$ cat config.mk
export PLATFORM = sky130hd
export DESIGN_NAME = key_step_conditioner
export DESIGN_NICKNAME = d
export VERILOG_FILES = /design/src/rtl/key_cond_pkg.sv /design/src/rtl/sync2.sv /design/src/rtl/key_step_conditioner.sv
export SDC_FILE = /design/constraint.sdc
export NUM_CORES = 1
export LEC_CHECK = 0
export BUFFER_PORTS_ARGS = -buffer_cell sky130_fd_sc_hd__buf_2
export CAP_MARGIN = 20
export CORE_ASPECT_RATIO = 1.4
export CORE_MARGIN = 5
export CORE_UTILIZATION = 35
export CTS_CLUSTER_DIAMETER = 40
export CTS_CLUSTER_SIZE = 30
export DETAILED_ROUTE_END_ITERATION = 12
export GPL_ROUTABILITY_DRIVEN = 0
export SLEW_MARGIN = 20
export SYNTH_ARGS = -nofsm -noshare
export SYNTH_HDL_FRONTEND = slang
export SYNTH_HIERARCHICAL = 1
export SYNTH_SLANG_ARGS = --single-unit
$ cat constraint.sdc
create_clock -name CLOCK_50 -period 2.4 [get_ports CLOCK_50]
set_clock_uncertainty 0.2 [all_clocks]
set_input_delay 0.12 -clock CLOCK_50 [delete_from_list [all_inputs] [get_ports CLOCK_50]]
set_output_delay 0.12 -clock CLOCK_50 [all_outputs]
set_load 0.05 [all_outputs]
$ cat src/rtl/key_cond_pkg.sv
// Shared types and constants for the pushbutton step conditioner.
// Latency: n/a (package only).
// Backpressure: n/a (package only).
package key_cond_pkg;

    // Conditioner FSM states
    typedef enum logic [2:0] {
        IDLE       = 3'd0,
        PRESS_DB   = 3'd1,
        HELD       = 3'd2,
        REPEAT     = 3'd3,
        RELEASE_DB = 3'd4
    } state_t;

    // Default timing for a 50 MHz system clock
    localparam int DEF_DB_CYCLES     = 1000000;   // 20 ms
    localparam int DEF_HOLD_CYCLES   = 25000000;  // 500 ms
    localparam int DEF_REPEAT_CYCLES = 10000000;  // 200 ms

    // Counter width able to reach (largest window - 1)
    function automatic int cnt_width(input int a, input int b, input int c);
        int m;
        m = a;
        if (b > m) m = b;
        if (c > m) m = c;
        return (m < 2) ? 1 : $clog2(m);
    endfunction

endpackage

$ cat src/rtl/sync2.sv
// Two-flop synchronizer for asynchronous level inputs, parameterized width and reset value.
// Latency: 2 clocks from input change to output.
// Backpressure: none; free-running sampler.
module sync2 #(
    parameter int             W       = 1,
    parameter logic [W-1:0]   RST_VAL = '0
) (
    input  logic         clk,
    input  logic         rst_n,
    input  logic [W-1:0] d,
    output logic [W-1:0] q
);

    logic [W-1:0] r_meta;
    logic [W-1:0] r_sync;

    // Metastability filter: first flop may go metastable, second settles it
    always_ff @(posedge clk or negedge rst_n) begin
        if (!rst_n) begin
            r_meta <= RST_VAL;
            r_sync <= RST_VAL;
        end else begin
            r_meta <= d;
            r_sync <= r_meta;
        end
    end

    assign q = r_sync;

endmodule

$ cat src/rtl/key_step_conditioner.sv
// Debounces an active-low pushbutton into one-cycle step pulses with optional auto-repeat; mode latched per step.
// Latency: first step is registered DB_CYCLES+3 clocks after a clean press (2 sync + entry + debounce).
// Backpressure: none; downstream must accept every step pulse.
module key_step_conditioner
    import key_cond_pkg::*;
#(
    parameter int DB_CYCLES     = DEF_DB_CYCLES,
    parameter int HOLD_CYCLES   = DEF_HOLD_CYCLES,
    parameter int REPEAT_CYCLES = DEF_REPEAT_CYCLES,
    parameter int REPEAT_EN     = 1
) (
    input  logic       CLOCK_50,
    input  logic       Resetn,
    input  logic       key_n,
    input  logic [1:0] mode_in,
    output logic       step,
    output logic [1:0] step_mode,
    output logic       pressed
);

    localparam int CNT_W = cnt_width(DB_CYCLES, HOLD_CYCLES, REPEAT_CYCLES);

    localparam logic [CNT_W-1:0] DB_LAST   = CNT_W'(DB_CYCLES - 1);
    localparam logic [CNT_W-1:0] HOLD_LAST = CNT_W'(HOLD_CYCLES - 1);
    localparam logic [CNT_W-1:0] REP_LAST  = CNT_W'(REPEAT_CYCLES - 1);
    localparam logic [CNT_W-1:0] CNT_MAX   = {CNT_W{1'b1}};

    // Windows shorter than two clocks cannot distinguish a glitch from a press
    if (DB_CYCLES < 2 || HOLD_CYCLES < 2 || REPEAT_CYCLES < 2) begin : g_bad_timing
        $error("key_step_conditioner: DB_CYCLES, HOLD_CYCLES and REPEAT_CYCLES must each be >= 2");
    end

    logic             w_ks;
    logic [1:0]       w_ms;

    state_t           r_state;
    state_t           w_state_nxt;
    logic [CNT_W-1:0] r_cnt;
    logic [CNT_W-1:0] w_cnt_nxt;
    logic             r_step;
    logic             w_step_nxt;
    logic [1:0]       r_step_mode;
    logic [1:0]       w_mode_nxt;
    logic             r_pressed;
    logic             w_pressed_nxt;

    sync2 #(.W(1), .RST_VAL(1'b1)) u_key_sync (
        .clk   (CLOCK_50),
        .rst_n (Resetn),
        .d     (key_n),
        .q     (w_ks)
    );

    sync2 #(.W(2), .RST_VAL(2'b00)) u_mode_sync (
        .clk   (CLOCK_50),
        .rst_n (Resetn),
        .d     (mode_in),
        .q     (w_ms)
    );

    // Next-state, counter and output decode; counter clears on every state change
    always_comb begin
        w_state_nxt   = r_state;
        w_cnt_nxt     = r_cnt + 1'b1;
        w_step_nxt    = 1'b0;
        w_mode_nxt    = r_step_mode;
        w_pressed_nxt = r_pressed;
        case (r_state)
            IDLE: begin
                w_cnt_nxt = '0;
                if (!w_ks) w_state_nxt = PRESS_DB;
            end
            PRESS_DB: begin
                if (w_ks) begin
                    w_state_nxt = IDLE;
                    w_cnt_nxt   = '0;
                end else if (r_cnt == DB_LAST) begin
                    w_state_nxt   = HELD;
                    w_cnt_nxt     = '0;
                    w_step_nxt    = 1'b1;
                    w_mode_nxt    = w_ms;
                    w_pressed_nxt = 1'b1;
                end
            end
            HELD: begin
                if (w_ks) begin
                    w_state_nxt = RELEASE_DB;
                    w_cnt_nxt   = '0;
                end else if (REPEAT_EN != 0 && r_cnt == HOLD_LAST) begin
                    w_state_nxt = REPEAT;
                    w_cnt_nxt   = '0;
                    w_step_nxt  = 1'b1;
                    w_mode_nxt  = w_ms;
                end else if (r_cnt == CNT_MAX) begin
                    // Without repeat the button may be held indefinitely; never wrap
                    w_cnt_nxt = r_cnt;
                end
            end
            REPEAT: begin
                if (w_ks) begin
                    w_state_nxt = RELEASE_DB;
                    w_cnt_nxt   = '0;
                end else if (r_cnt == REP_LAST) begin
                    w_cnt_nxt  = '0;
                    w_step_nxt = 1'b1;
                    w_mode_nxt = w_ms;
                end
            end
            RELEASE_DB: begin
                if (!w_ks) begin
                    // Release bounce: back to held, hold timer restarts, no step
                    w_state_nxt = HELD;
                    w_cnt_nxt   = '0;
                end else if (r_cnt == DB_LAST) begin
                    w_state_nxt   = IDLE;
                    w_cnt_nxt     = '0;
                    w_pressed_nxt = 1'b0;
                end
            end
            default: begin
                w_state_nxt = IDLE;
                w_cnt_nxt   = '0;
            end
        endcase
    end

    // State, counter and registered outputs
    always_ff @(posedge CLOCK_50 or negedge Resetn) begin
        if (!Resetn) begin
            r_state     <= IDLE;
            r_cnt       <= '0;
            r_step      <= 1'b0;
            r_step_mode <= 2'b00;
            r_pressed   <= 1'b0;
        end else begin
            r_state     <= w_state_nxt;
            r_cnt       <= w_cnt_nxt;
            r_step      <= w_step_nxt;
            r_step_mode <= w_mode_nxt;
            r_pressed   <= w_pressed_nxt;
        end
    end

    assign step      = r_step;
    assign step_mode = r_step_mode;
    assign pressed   = r_pressed;

endmodule

== Word level (Yosys, flattened, before mapping) ==
Index checks and enable logic that the tools add are counted.
Storage, ports and cells
  register bits after elaboration: 38
  bits of input ports: 5
  output and inout bits: 4
  logic and storage cells: 75
Cells by class
  $add $sub $neg: 1
  equal/unequal tests: 22
  mux-type cells: 37
  reductions and logical operators: 6
Operators with widths (number)
  $mux 25: 8
  $pmux 25 s4: 1
  $eq 25x25->1 const B: 2
  $add 25x1->25 const B: 1
  $eq 25x20->1 const B: 1
  $eq 25x24->1 const B: 1
  $mux 3: 8
  $ne 2x2->1 const B: 8
  $pmux 3 s5: 1
  $mux 2: 6
  $mux 1: 10
  $reduce_and 5->1: 2
  $reduce_and 7->1: 1
  $eq 3x2->1 const B: 2
  $ne 3x2->1 const B: 2
  $pmux 2 s3: 1
  $ne 2x1->1 const B: 2
  $ne 4x3->1 const B: 1
  $eq 3x1->1 const B: 1
  $eq 3x3->1 const B: 1
  $logic_not 3->1: 1
  $ne 3x3->1 const B: 1
  $pmux 1 s3: 1
  $reduce_bool 3->1: 1
  other kinds (2): 2

== Depth between registers and ports, before layout ==
Gate-level depths: netlist of the first run.
  depth after elaboration: 5
  mapped depth: 11
  gate-level depth less buffers: 7

== Cells and area by module ==
Netlist of the first run, hierarchy kept.
Modules (own cells, without submodules)
  key_step_conditioner: times used 1, cells each 202, area each 1884.3 µm², seq. area each 800.8 µm²
  sync2 (u_mode_sync): times used 1, cells each 4, area each 100.1 µm², seq. area each 100.1 µm²
  sync2 (u_key_sync): times used 1, cells each 2, area each 52.6 µm², seq. area each 52.6 µm²

== Worst setup path after synthesis of the first run ==
OpenSTA, ideal clock, no wires.
  path kind: flip-flop to flip-flop
  start: reg r_cnt[0]
  end: reg r_step_mode[0], in the netlist step_mode[0]
  setup time: 0.125 ns
  arrival time: 2.031 ns
  required time: 2.075 ns
  setup slack: 0.044 ns
  stages on the path, launching flop included: 10
  buffers on the path: 2
  period minus slack after synthesis: 2.356 ns
  cells stage by stage: dfrtp_1 -> ha_1 -> and3_1 -> buf_4 -> nand4b_1 -> or3_1 -> buf_6 -> nor3_4 -> a222oi_1 -> mux2_2
On the way
  cells in the longest elaborated chain, start to end: 3
  elaborated cells on any way between the ends: 7
  classes of those cells: eq/ne (6); reduce/logical (1)
Ends and longest elaborated chain
  from (decl): line key_step_conditioner.sv:38  | logic [CNT_W-1:0] r_cnt;
  from (signal assigned): line key_step_conditioner.sv:137  | r_cnt <= w_cnt_nxt;
  $eq 25x20->1, or another cell as far along: line key_step_conditioner.sv:77  | end else if (r_cnt == DB_LAST) begin
  $ne 2x2->1 (no line)
  $reduce_and 7->1 (no line) (*)
  to (signal assigned): line key_step_conditioner.sv:139  | r_step_mode <= w_mode_nxt;
  to (decl): line key_step_conditioner.sv:42  | logic [1:0] r_step_mode;
Mark *: on every way between the ends. The rest lies on a longest branch, timed or not.
A chain may end at the register's enable or synchronous reset.

== Worst setup path in the final report of the first run ==
  start: reg r_cnt[10]
  end: reg r_step_mode[0], in the netlist step_mode[0]
The elaborated chain is that of the path after synthesis.

==> results.py, run 1 <==
metrics = {
    "run_status": {
        "outcome": "finished, final reports clean",
    },
    "floorplanning": {
        "start_util_pct": 35.2,
        "die_y_microns": 100,
        "core.rowCount": 33,
        "die_w_microns": 74.5,
        "io_pins": 9,
        "core_area_sq_um": 5780,
        "dieArea_sq_um": 7470,
    },
    "synthesis": {
        "async_reset_ff_share_pct": 100,
        "ys_ff_latch": 38,
        "synth_area_sq_um": 2040,
        "synth_largest_area_cell": "dfrtp_1",
        "syn-instance-count": 208,
        "synth_nets": 214,
        "yosysSeqAreaShare_pct": 46.8,
        "yosysMostFrequentCell": "dfrtp_1",
        "synth_flop_cell": "dfrtp_1",
        "synth_area_per_cell_sq_um": 9.79,
        "synth_top_area_share_pct": 44.2,
        "synth_area_leaders": "dfrtp_1, xor2_1, nand4_1",
        "synth_edf_count": 0,
        "ys_types": 46,
        "yosys_warnings": 6,
        "synth_commonest_cells": "dfrtp_1, nor2_1, xor2_1",
    },
    "final_layout": {
        "area_growth_pct": 26.2,
        "instances_no_fill": 326,
        "utilization_pct": 44.5,
        "nets": 261,
        "n_antenna_cell": 0,
        "drive_gt1_share_pct": 30.1,
    },
    "route": {
        "via_per_inst": 5.20,
        "firstDrtPassIters": 4,
        "drtIter0Drc": 82,
        "routed_wirelength_microns": 4690,
        "vias": 1695,
        "drc": 0,
        "routedWlPerCell_microns": 14.4,
        "final_antenna_net_count": 0,
    },
    "clock_network": {
        "numCtsBuffers": 5,
        "cts_tree": "yes",
        "clock_latency_ps": 280,
        "clkTransAtPathRegs_ps": 70,
        "clock-sinks": 38,
        "cts_root_buf": "clkbuf_8",
        "htree_levels": 2,
        "cts_max_path_buffers": 2,
    },
    "timing": {
        "rsz0062_at_grt": "yes",
        "drv_slew": 0,
        "slew_headroom_pct": 44.9,
        "min_period_ps": 2330,
        "setup_violations": 0,
        "fmax_mhz": 429,
        "hold_viol_final": 0,
        "min_period_over_period_pct": 97.2,
        "max_slew.worst_pin.slew_ps": 826,
    },
    "min_path": {
        "worstHoldStart": "u_key_sync/r_meta",
        "whs_path_depth": 0,
        "hold_path_end": "u_key_sync/q",
        "hold_class": "reg2reg",
    },
    "setup_path": {
        "cp-start-kind": "register",
        "cp.buffers_inverters": 3,
        "cp_slowest_cell": "or4_4",
        "reg2regPathDepth": 8,
        "r2r-end": "step_mode[0]",
        "crit_arrival_ps": 2300,
        "critPathMaxStageDelay_ps": 540,
        "end_kind": "register",
        "cp_max_fo": 3,
        "crit_chain": "buf_4 > nor4bb_1 > nand4_1 > or4_4 > inv_1 > a222oi_1 > buf_4 > mux2_2",
        "critPathTopFamily": "simple AND/OR/NAND/NOR gates",
        "path_common_cell": "buf_4",
        "worstPathRequired_ps": 2370,
        "rrSetupSlack_ps": 70,
        "r2r_start": "r_cnt[10]",
        "path_depth": 8,
        "worstSetupPathType": "reg2reg",
    },
    "placement": {
        "dp.cells": 310,
        "hpwl_microns": 3280,
        "io_buffers": 8,
    },
    "pwr": {
        "power.leakage_nw": 1.15,
        "power_density_nw_per_um2": 450,
        "peakVddDrop_mv": 0.251,
    },
    "job": {
        "cap_violations": 0,
    },
    "global_route": {
        "antenna_found_initial": 0,
        "first_global_vias": 1741,
        "grt_pass1_wl_microns": 7840,
        "grt_max_degree": 39,
        "grt.total_usage_pct": 13.6,
        "overflow": 0,
    },
}
placed cells by master, fill, tap and decap left out, types with 2 or more instances in the layout:
cell           count
dfrtp_1           36
buf_4             34
nor2_1            21
xor2_1            20
nand4_1           15
nand3_1           14
nand2_1           10
and3_1             9
buf_2              8
o21ai_0            7
nor2_2             7
inv_1              6
clkbuf_8           6
nor3_1             5
a21oi_1            5
and2_1             4
dlygate4sd3_1      4
nand4b_1           3
xnor2_1            3
or3_4              2
and3_2             2
mux2_2             2
dfstp_2            2
metrics by stage:
stage / total power [mW] / TNS, ps / setup WS [ps] / hold slack [ps] / instance area, sq um
after floorplan: 0.688 / 0 / 44.1 / -376 / 2040
after global placement: 0.710 / 0 / 51.5 / 25.1 / 2340
after detailed placement: 0.710 / 0 / 30.5 / 27.3 / 2340
after CTS: 1.18 / 0 / 19.7 / 162 / 2470
after global routing: 1.21 / -15.7 / -15.7 / 165 / 2570
final: 1.16 / 0 / 68.1 / 158 / 2570
final cells by class:
type	instances	area (sq um)
Clock buffer	7	86.3
Clock inverter	1	5.00
Fill cell	583	3210
Inverter	6	22.5
Multi-Input combinational cell	155	1020
Sequential cell	38	953
Tap cell	70	87.6
Timing Repair Buffer	49	392
kinds of logic after synthesis:
logic type                 share of synthesized area (%)
DFF                                                 46.8
xor gates and xnor gates                            9.89
muxes                                               1.11
buffers and inverters                               5.10
AOI/OAI and AO/OA                                   5.96
and+or+nand+nor                                     30.5
adders and majority gates                          0.614
how the worst max path moves through the flow:
stage	from	endpoint	slack (ps)
after floorplan	r_cnt[0]	step_mode[0]	40
after global placement	r_cnt[6]	r_cnt[24]	50
after detailed placement	r_cnt[21]	r_cnt[5]	30
after CTS	r_cnt[21]	r_cnt[5]	20
after global routing	r_cnt[10]	step_mode[0]	-20
final	r_cnt[10]	step_mode[0]	70
routing by layer:
layer	vias to the layer above	GRT usage, %	wire (microns)
met5	-	0	0
met4	0	7.12	179
met3	14	2.71	103
met2	26	23.4	2430
met1	820	15.6	1980
li1	835	-	-
worst register-to-register path, cell delays in order (launching register included):
cell,delay (ps)
dfrtp_1,380
buf_4,130
nor4bb_1,210
nand4_1,170
or4_4,540
inv_1,90
a222oi_1,80
buf_4,160
mux2_2,260
sequential cells by signal (all words and copies together) (netlist names):
register / count
pressed: 1
r_cnt: 25
r_state: 3
step: 1
step_mode: 2
u_key_sync/q: 1
u_key_sync/r_meta: 1
u_mode_sync/q: 2
u_mode_sync/r_meta: 2
what timing repair did:
action | CTS | global route
hold buffers | 4 | 0
setup endpoints to repair | 0 | 27
resized for setup | 0 | 10
endpoints found under the hold margin | 39 | 0
setup buffers | 0 | 3
power breakdown:
group,total (mW),switching (mW),internal (mW)
Clock,0.450,0.218,0.232
Sequential,0.653,0.00424,0.649
Combinational,0.0542,0.0313,0.0229
Total,1.16,0.254,0.904
No activity file was read; power rests on OpenSTA's default activity.
==> run 2, diff against run 1 <==
--- a/config.mk
+++ b/config.mk
@@ -8,4 +8,6 @@
 export BUFFER_PORTS_ARGS = -buffer_cell sky130_fd_sc_hd__buf_2
 export CAP_MARGIN = 20
+export CELL_PAD_IN_SITES_DETAIL_PLACEMENT = 1
+export CELL_PAD_IN_SITES_GLOBAL_PLACEMENT = 1
 export CORE_ASPECT_RATIO = 1.4
 export CORE_MARGIN = 5
@@ -15,4 +17,6 @@
 export DETAILED_ROUTE_END_ITERATION = 12
 export GPL_ROUTABILITY_DRIVEN = 0
+export MAX_ROUTING_LAYER = met4
+export PLACE_DENSITY_LB_ADDON = 0.1
 export SLEW_MARGIN = 20
 export SYNTH_ARGS = -nofsm -noshare
==> constraint.sdc (replaced) <==
create_clock -name CLOCK_50 -period 2.4 [get_ports CLOCK_50]
set_clock_uncertainty 0.2 [all_clocks]
set_input_delay 0.48 -clock CLOCK_50 [delete_from_list [all_inputs] [get_ports CLOCK_50]]
set_output_delay 0.48 -clock CLOCK_50 [all_outputs]
set_load 0.05 [all_outputs]
==> results.py, run 2 (synthesized netlist as in run 1, its figures left out) <==
metrics = {
    "run_status": {
        "outcome": "finished with violations",
        "violations": "negative setup slack",
    },
    "timing": {
        "timing.hold.ws_ps": 67.6,
        "min_period_ps": 2410,
        "setup_violations": 2,
        "fin_setup_tns_ps": -21.4,
        "hold_viol_final": 0,
        "drv_slew": 0,
        "rsz0062_at_grt": "yes",
        "min_period_over_period_pct": 100,
        "fmax_mhz": 415,
        "slew_headroom_pct": 63.3,
        "timing.final.ws_setup_ps": -10.9,
        "max_slew.worst_pin.slew_ps": 544,
    },
    "route": {
        "routed_wirelength_microns": 5860,
        "firstDrtPassIters": 4,
        "drtIter0Drc": 51,
        "routedWlPerCell_microns": 17.7,
        "via_per_inst": 5.40,
        "drc": 0,
        "vias": 1787,
        "final_antenna_net_count": 0,
    },
    "clock_network": {
        "clkTransAtPathRegs_ps": 90,
        "clock-sinks": 38,
        "clock_latency_ps": 300,
        "cts_root_buf": "clkbuf_8",
        "htree_levels": 2,
        "cts_tree": "yes",
        "numCtsBuffers": 5,
        "cts_max_path_buffers": 2,
    },
    "placement": {
        "io_buffers": 8,
        "pre_cts_ws_ps": -122,
        "dp.cells": 314,
        "placed_area_sq_um": 2370,
        "hpwl_microns": 4150,
    },
    "pwr": {
        "power_density_nw_per_um2": 456,
        "power.leakage_nw": 1.18,
        "power_mw": 1.20,
        "peakVddDrop_mv": 0.259,
    },
    "floorplanning": {
        "core_area_sq_um": 5780,
        "start_util_pct": 35.2,
        "dieArea_sq_um": 7470,
        "die_y_microns": 100,
        "io_pins": 9,
        "die_w_microns": 74.5,
        "core.rowCount": 33,
    },
    "setup_path": {
        "r2r_start": "r_cnt[10]",
        "cp_max_fo": 4,
        "worstPathRequired_ps": 2390,
        "critPathMaxStageDelay_ps": 420,
        "crit_chain": "nor3b_2 > buf_4 > nand4b_1 > or3_4 > buf_6 > nor3_4 > a222oi_1 > buf_4 > mux2_2",
        "cp.buffers_inverters": 3,
        "critPathLaunch": "r_cnt[10]",
        "critPathTopFamily": "simple AND/OR/NAND/NOR gates",
        "crit_arrival_ps": 2400,
        "cp_slowest_cell": "or3_4",
        "path_common_cell": "buf_4",
        "cp-start-kind": "register",
        "worstSetupPathType": "reg2reg",
        "end_kind": "register",
    },
    "min_path": {
        "hold_class": "in2reg",
        "worstHoldStart": "key_n",
    },
    "final_layout": {
        "area_growth_pct": 29.4,
        "nets": 266,
        "final_cell_mix": "buf_4, dfrtp_1, xor2_1",
        "reg.largest.list": "r_cnt x25, r_state x3",
        "drive_gt1_share_pct": 34.9,
        "stdcell_area_sq_um": 2640,
        "largest_reg_flops": 25,
        "layout_commonest_cell": "buf_4",
        "top_register": "r_cnt",
        "n_antenna_cell": 0,
        "instances_no_fill": 331,
        "utilization_pct": 45.6,
    },
    "global_route": {
        "grt_max_degree": 25,
        "antenna_found_initial": 0,
        "overflow": 0,
        "grt.total_usage_pct": 16.9,
        "grt_pass1_wl_microns": 9380,
        "first_global_vias": 1919,
    },
    "job": {
        "cap_violations": 0,
    },
}
==> run 2: changes by cell type in the layout (fill, tap and decap cells not counted), sizes merged <==
cell,delta
clkinvlp,+1
dlygate4sd3,-3
buf,+7
==> run 2: worst register-to-register path: stages (launching register included) <==
cell and delay, ps:
dfrtp_1 410, nor3b_2 220, buf_4 150, nand4b_1 120, or3_4 420, buf_6 140, nor3_4 120, a222oi_1 110
buf_4 150, mux2_2 260
==> run 2: per-layer routing <==
| layer | up-vias | share of wire (%) | track usage [%] |
|---|---|---|---|
| met5 | - | 0 | - |
| met4 | 0 | 3.2 | 6.85 |
| met3 | 18 | 2.7 | 2.81 |
| met2 | 33 | 54 | 29.9 |
| met1 | 896 | 40 | 18.4 |
| li1 | 840 | - | - |
==> run 2: power breakdown <==
group          leakage (nW)  switching (mW)  internal, mW
registers             0.512         0.00607         0.649
logic                 0.623          0.0368        0.0266
clock network        0.0472           0.253         0.231
total                  1.18           0.296         0.907
==> run 2: cell type report <==
cell class,instances,area (sq um)
clock buffers,6,82.6
clock inverters,2,12.5
fillers,679,3140
inverters,6,22.5
multi-input cells,155,1030
flip-flops and latches,38,953
well taps,70,87.6
repair buffers,54,443
==> run 2: what timing repair did <==
item | 4_1_cts | 5_1_grt
resized for setup | 4 | 13
hold buffers | 1 | 0
hold endpoints to repair | 19 | 0
cloned | 0 | 3
pin swaps | 3 | 4
setup endpoints to repair | 27 | 28
buffers inserted | 2 | 4
==> run 2: path summary, 6_finish.rpt <==
kind	endpoint	slack [ps]	depth (start not counted)
worst max register to register	step_mode[1]	-10	9
worst max-delay path	step_mode[1]	-10	9
worst min register to register	u_key_sync/q	170	0
min in group asynchronous	r_state[1]	490	2
worst min-delay path	u_key_sync/r_meta	70	1
max in group asynchronous	r_cnt[9]	960	3
==> run 3, diff against run 2 <==
RECOVER_POWER = 25   (was not set)
==> results.py, run 3 (synthesized netlist as in run 1, its figures left out) <==
metrics = {
    "route": {
        "via_per_inst": 5.40,
        "drtIter0Drc": 51,
        "routedWlPerCell_microns": 17.7,
        "routed_wirelength_microns": 5860,
        "final_antenna_net_count": 0,
        "drc": 0,
        "firstDrtPassIters": 4,
        "vias": 1787,
    },
    "setup_path": {
        "worstPathRequired_ps": 2390,
        "cp.buffers_inverters": 3,
        "cp_max_fo": 4,
        "crit_chain": "nor3b_2 > buf_4 > nand4b_1 > or3_4 > buf_6 > nor3_4 > a222oi_1 > buf_4 > mux2_2",
        "cp_slowest_cell": "or3_4",
        "critPathMaxStageDelay_ps": 420,
        "r2r_start": "r_cnt[10]",
        "cp-start-kind": "register",
        "worstSetupPathType": "reg2reg",
        "rrSetupSlack_ps": -10,
        "reg2regPathDepth": 9,
        "path_common_cell": "buf_4",
        "crit_arrival_ps": 2400,
        "critPathTopFamily": "simple AND/OR/NAND/NOR gates",
        "r2r-end": "step_mode[1]",
        "end_kind": "register",
    },
    "timing": {
        "rsz0062_at_grt": "yes",
        "hold_viol_final": 0,
        "drv_slew": 0,
        "timing.final.ws_setup_ps": -10.9,
        "min_period_ps": 2410,
        "max_slew.worst_pin.slew_ps": 1300,
        "setup_violations": 2,
        "fmax_mhz": 415,
        "min_period_over_period_pct": 100,
        "slew_headroom_pct": 13.1,
        "timing.hold.ws_ps": 67.6,
    },
    "final_layout": {
        "nets": 266,
        "reg.largest.list": "r_cnt x25, r_state x3",
        "area_growth_pct": 29.4,
        "final_cell_mix": "buf_4, dfrtp_1, xor2_1",
        "multi_input_area_sq_um": 1030,
        "instances_no_fill": 331,
        "drive_gt1_share_pct": 34.5,
        "fill_cells": 680,
        "n_antenna_cell": 0,
        "utilization_pct": 45.6,
        "layout_commonest_cell": "buf_4",
        "top_register": "r_cnt",
        "largest_reg_flops": 25,
        "seqCellArea_sq_um": 953,
    },
    "global_route": {
        "grt.total_usage_pct": 16.9,
        "grt_pass1_wl_microns": 9380,
        "first_global_vias": 1919,
        "overflow": 0,
        "antenna_found_initial": 0,
        "grt_max_degree": 25,
    },
    "clock_network": {
        "cts_root_buf": "clkbuf_8",
        "htree_levels": 2,
        "clkTransAtPathRegs_ps": 90,
        "cts_tree": "yes",
        "clock_latency_ps": 300,
        "cts_max_path_buffers": 2,
        "numCtsBuffers": 5,
        "clock-sinks": 38,
    },
    "run_status": {
        "outcome": "finished with violations",
        "violations": "negative setup slack",
    },
    "floorplanning": {
        "core_area_sq_um": 5780,
        "io_pins": 9,
        "die_w_microns": 74.5,
        "core.rowCount": 33,
        "dieArea_sq_um": 7470,
        "start_util_pct": 35.2,
        "die_y_microns": 100,
    },
    "min_path": {
        "hold_path_end": "u_key_sync/r_meta",
        "whs_path_depth": 1,
        "worstHoldStart": "key_n",
        "hold_class": "in2reg",
    },
    "placement": {
        "io_buffers": 8,
        "pre_cts_ws_ps": -122,
        "hpwl_microns": 4150,
        "dp.cells": 314,
    },
    "pwr": {
        "power.leakage_nw": 1.18,
        "peakVddDrop_mv": 0.259,
        "power_density_nw_per_um2": 456,
    },
    "job": {
        "cap_violations": 0,
    },
}
## run 3: repair_timing
| item | in CTS | in global routing |
|---|---|---|
| hold endpoints to repair | 19 | 0 |
| hold buffers | 1 | 0 |
| cloned | 0 | 3 |
| setup endpoints to repair | 27 | 28 |
| pin swaps | 3 | 4 |
| setup buffers | 2 | 4 |
| resized for setup | 4 | 13 |
## run 3: layer usage
metal	GRT usage [%]	routed length, microns
met2	29.9	3180
met4	6.85	187
met3	2.81	160
met5	-	0
met1	18.4	2330
## run 3: layout make-up
class                   instances  area share (%)
inverters                       6           0.855
multi-input cells             155            39.3
clock inverters                 2           0.475
clock buffers                   6            3.13
repair buffers                 54            16.8
flip-flops and latches         38            36.2
well taps                      70            3.32
## run 3: worst max-delay path by stage
| stage | slack, ps | startpoint | end | cells after the start |
|---|---|---|---|---|
| 2_1_floorplan | 40 | r_cnt[0] | step_mode[0] | 9 |
| 3_3_place_gp | -2 | r_cnt[0] | step_mode[1] | 8 |
| 3_5_place_dp | -120 | r_cnt[0] | step_mode[1] | 8 |
| 4_1_cts | -0.08 | r_cnt[15] | step_mode[1] | 9 |
| 5_1_grt | -130 | r_cnt[10] | step_mode[1] | 9 |
| 6_report | -10 | r_cnt[10] | step_mode[1] | 9 |
## run 3: report_power, final
group	internal, mW	leakage [nW]	switching, mW
combinational	0.0265	0.620	0.0368
sequential	0.649	0.512	0.00607
clock	0.231	0.0472	0.253
total	0.906	1.18	0.296
## run 3: metrics by stage
step	total power, mW	setup TNS, ps	instance area, sq um
2_1_floorplan	0.688	0	2040
3_3_place_gp	0.712	-3.78	2370
6_report	1.20	-21.4	2640
4_1_cts	1.20	-0.0766	2520
5_1_grt	1.25	-905	2640
3_5_place_dp	0.715	-428	2370
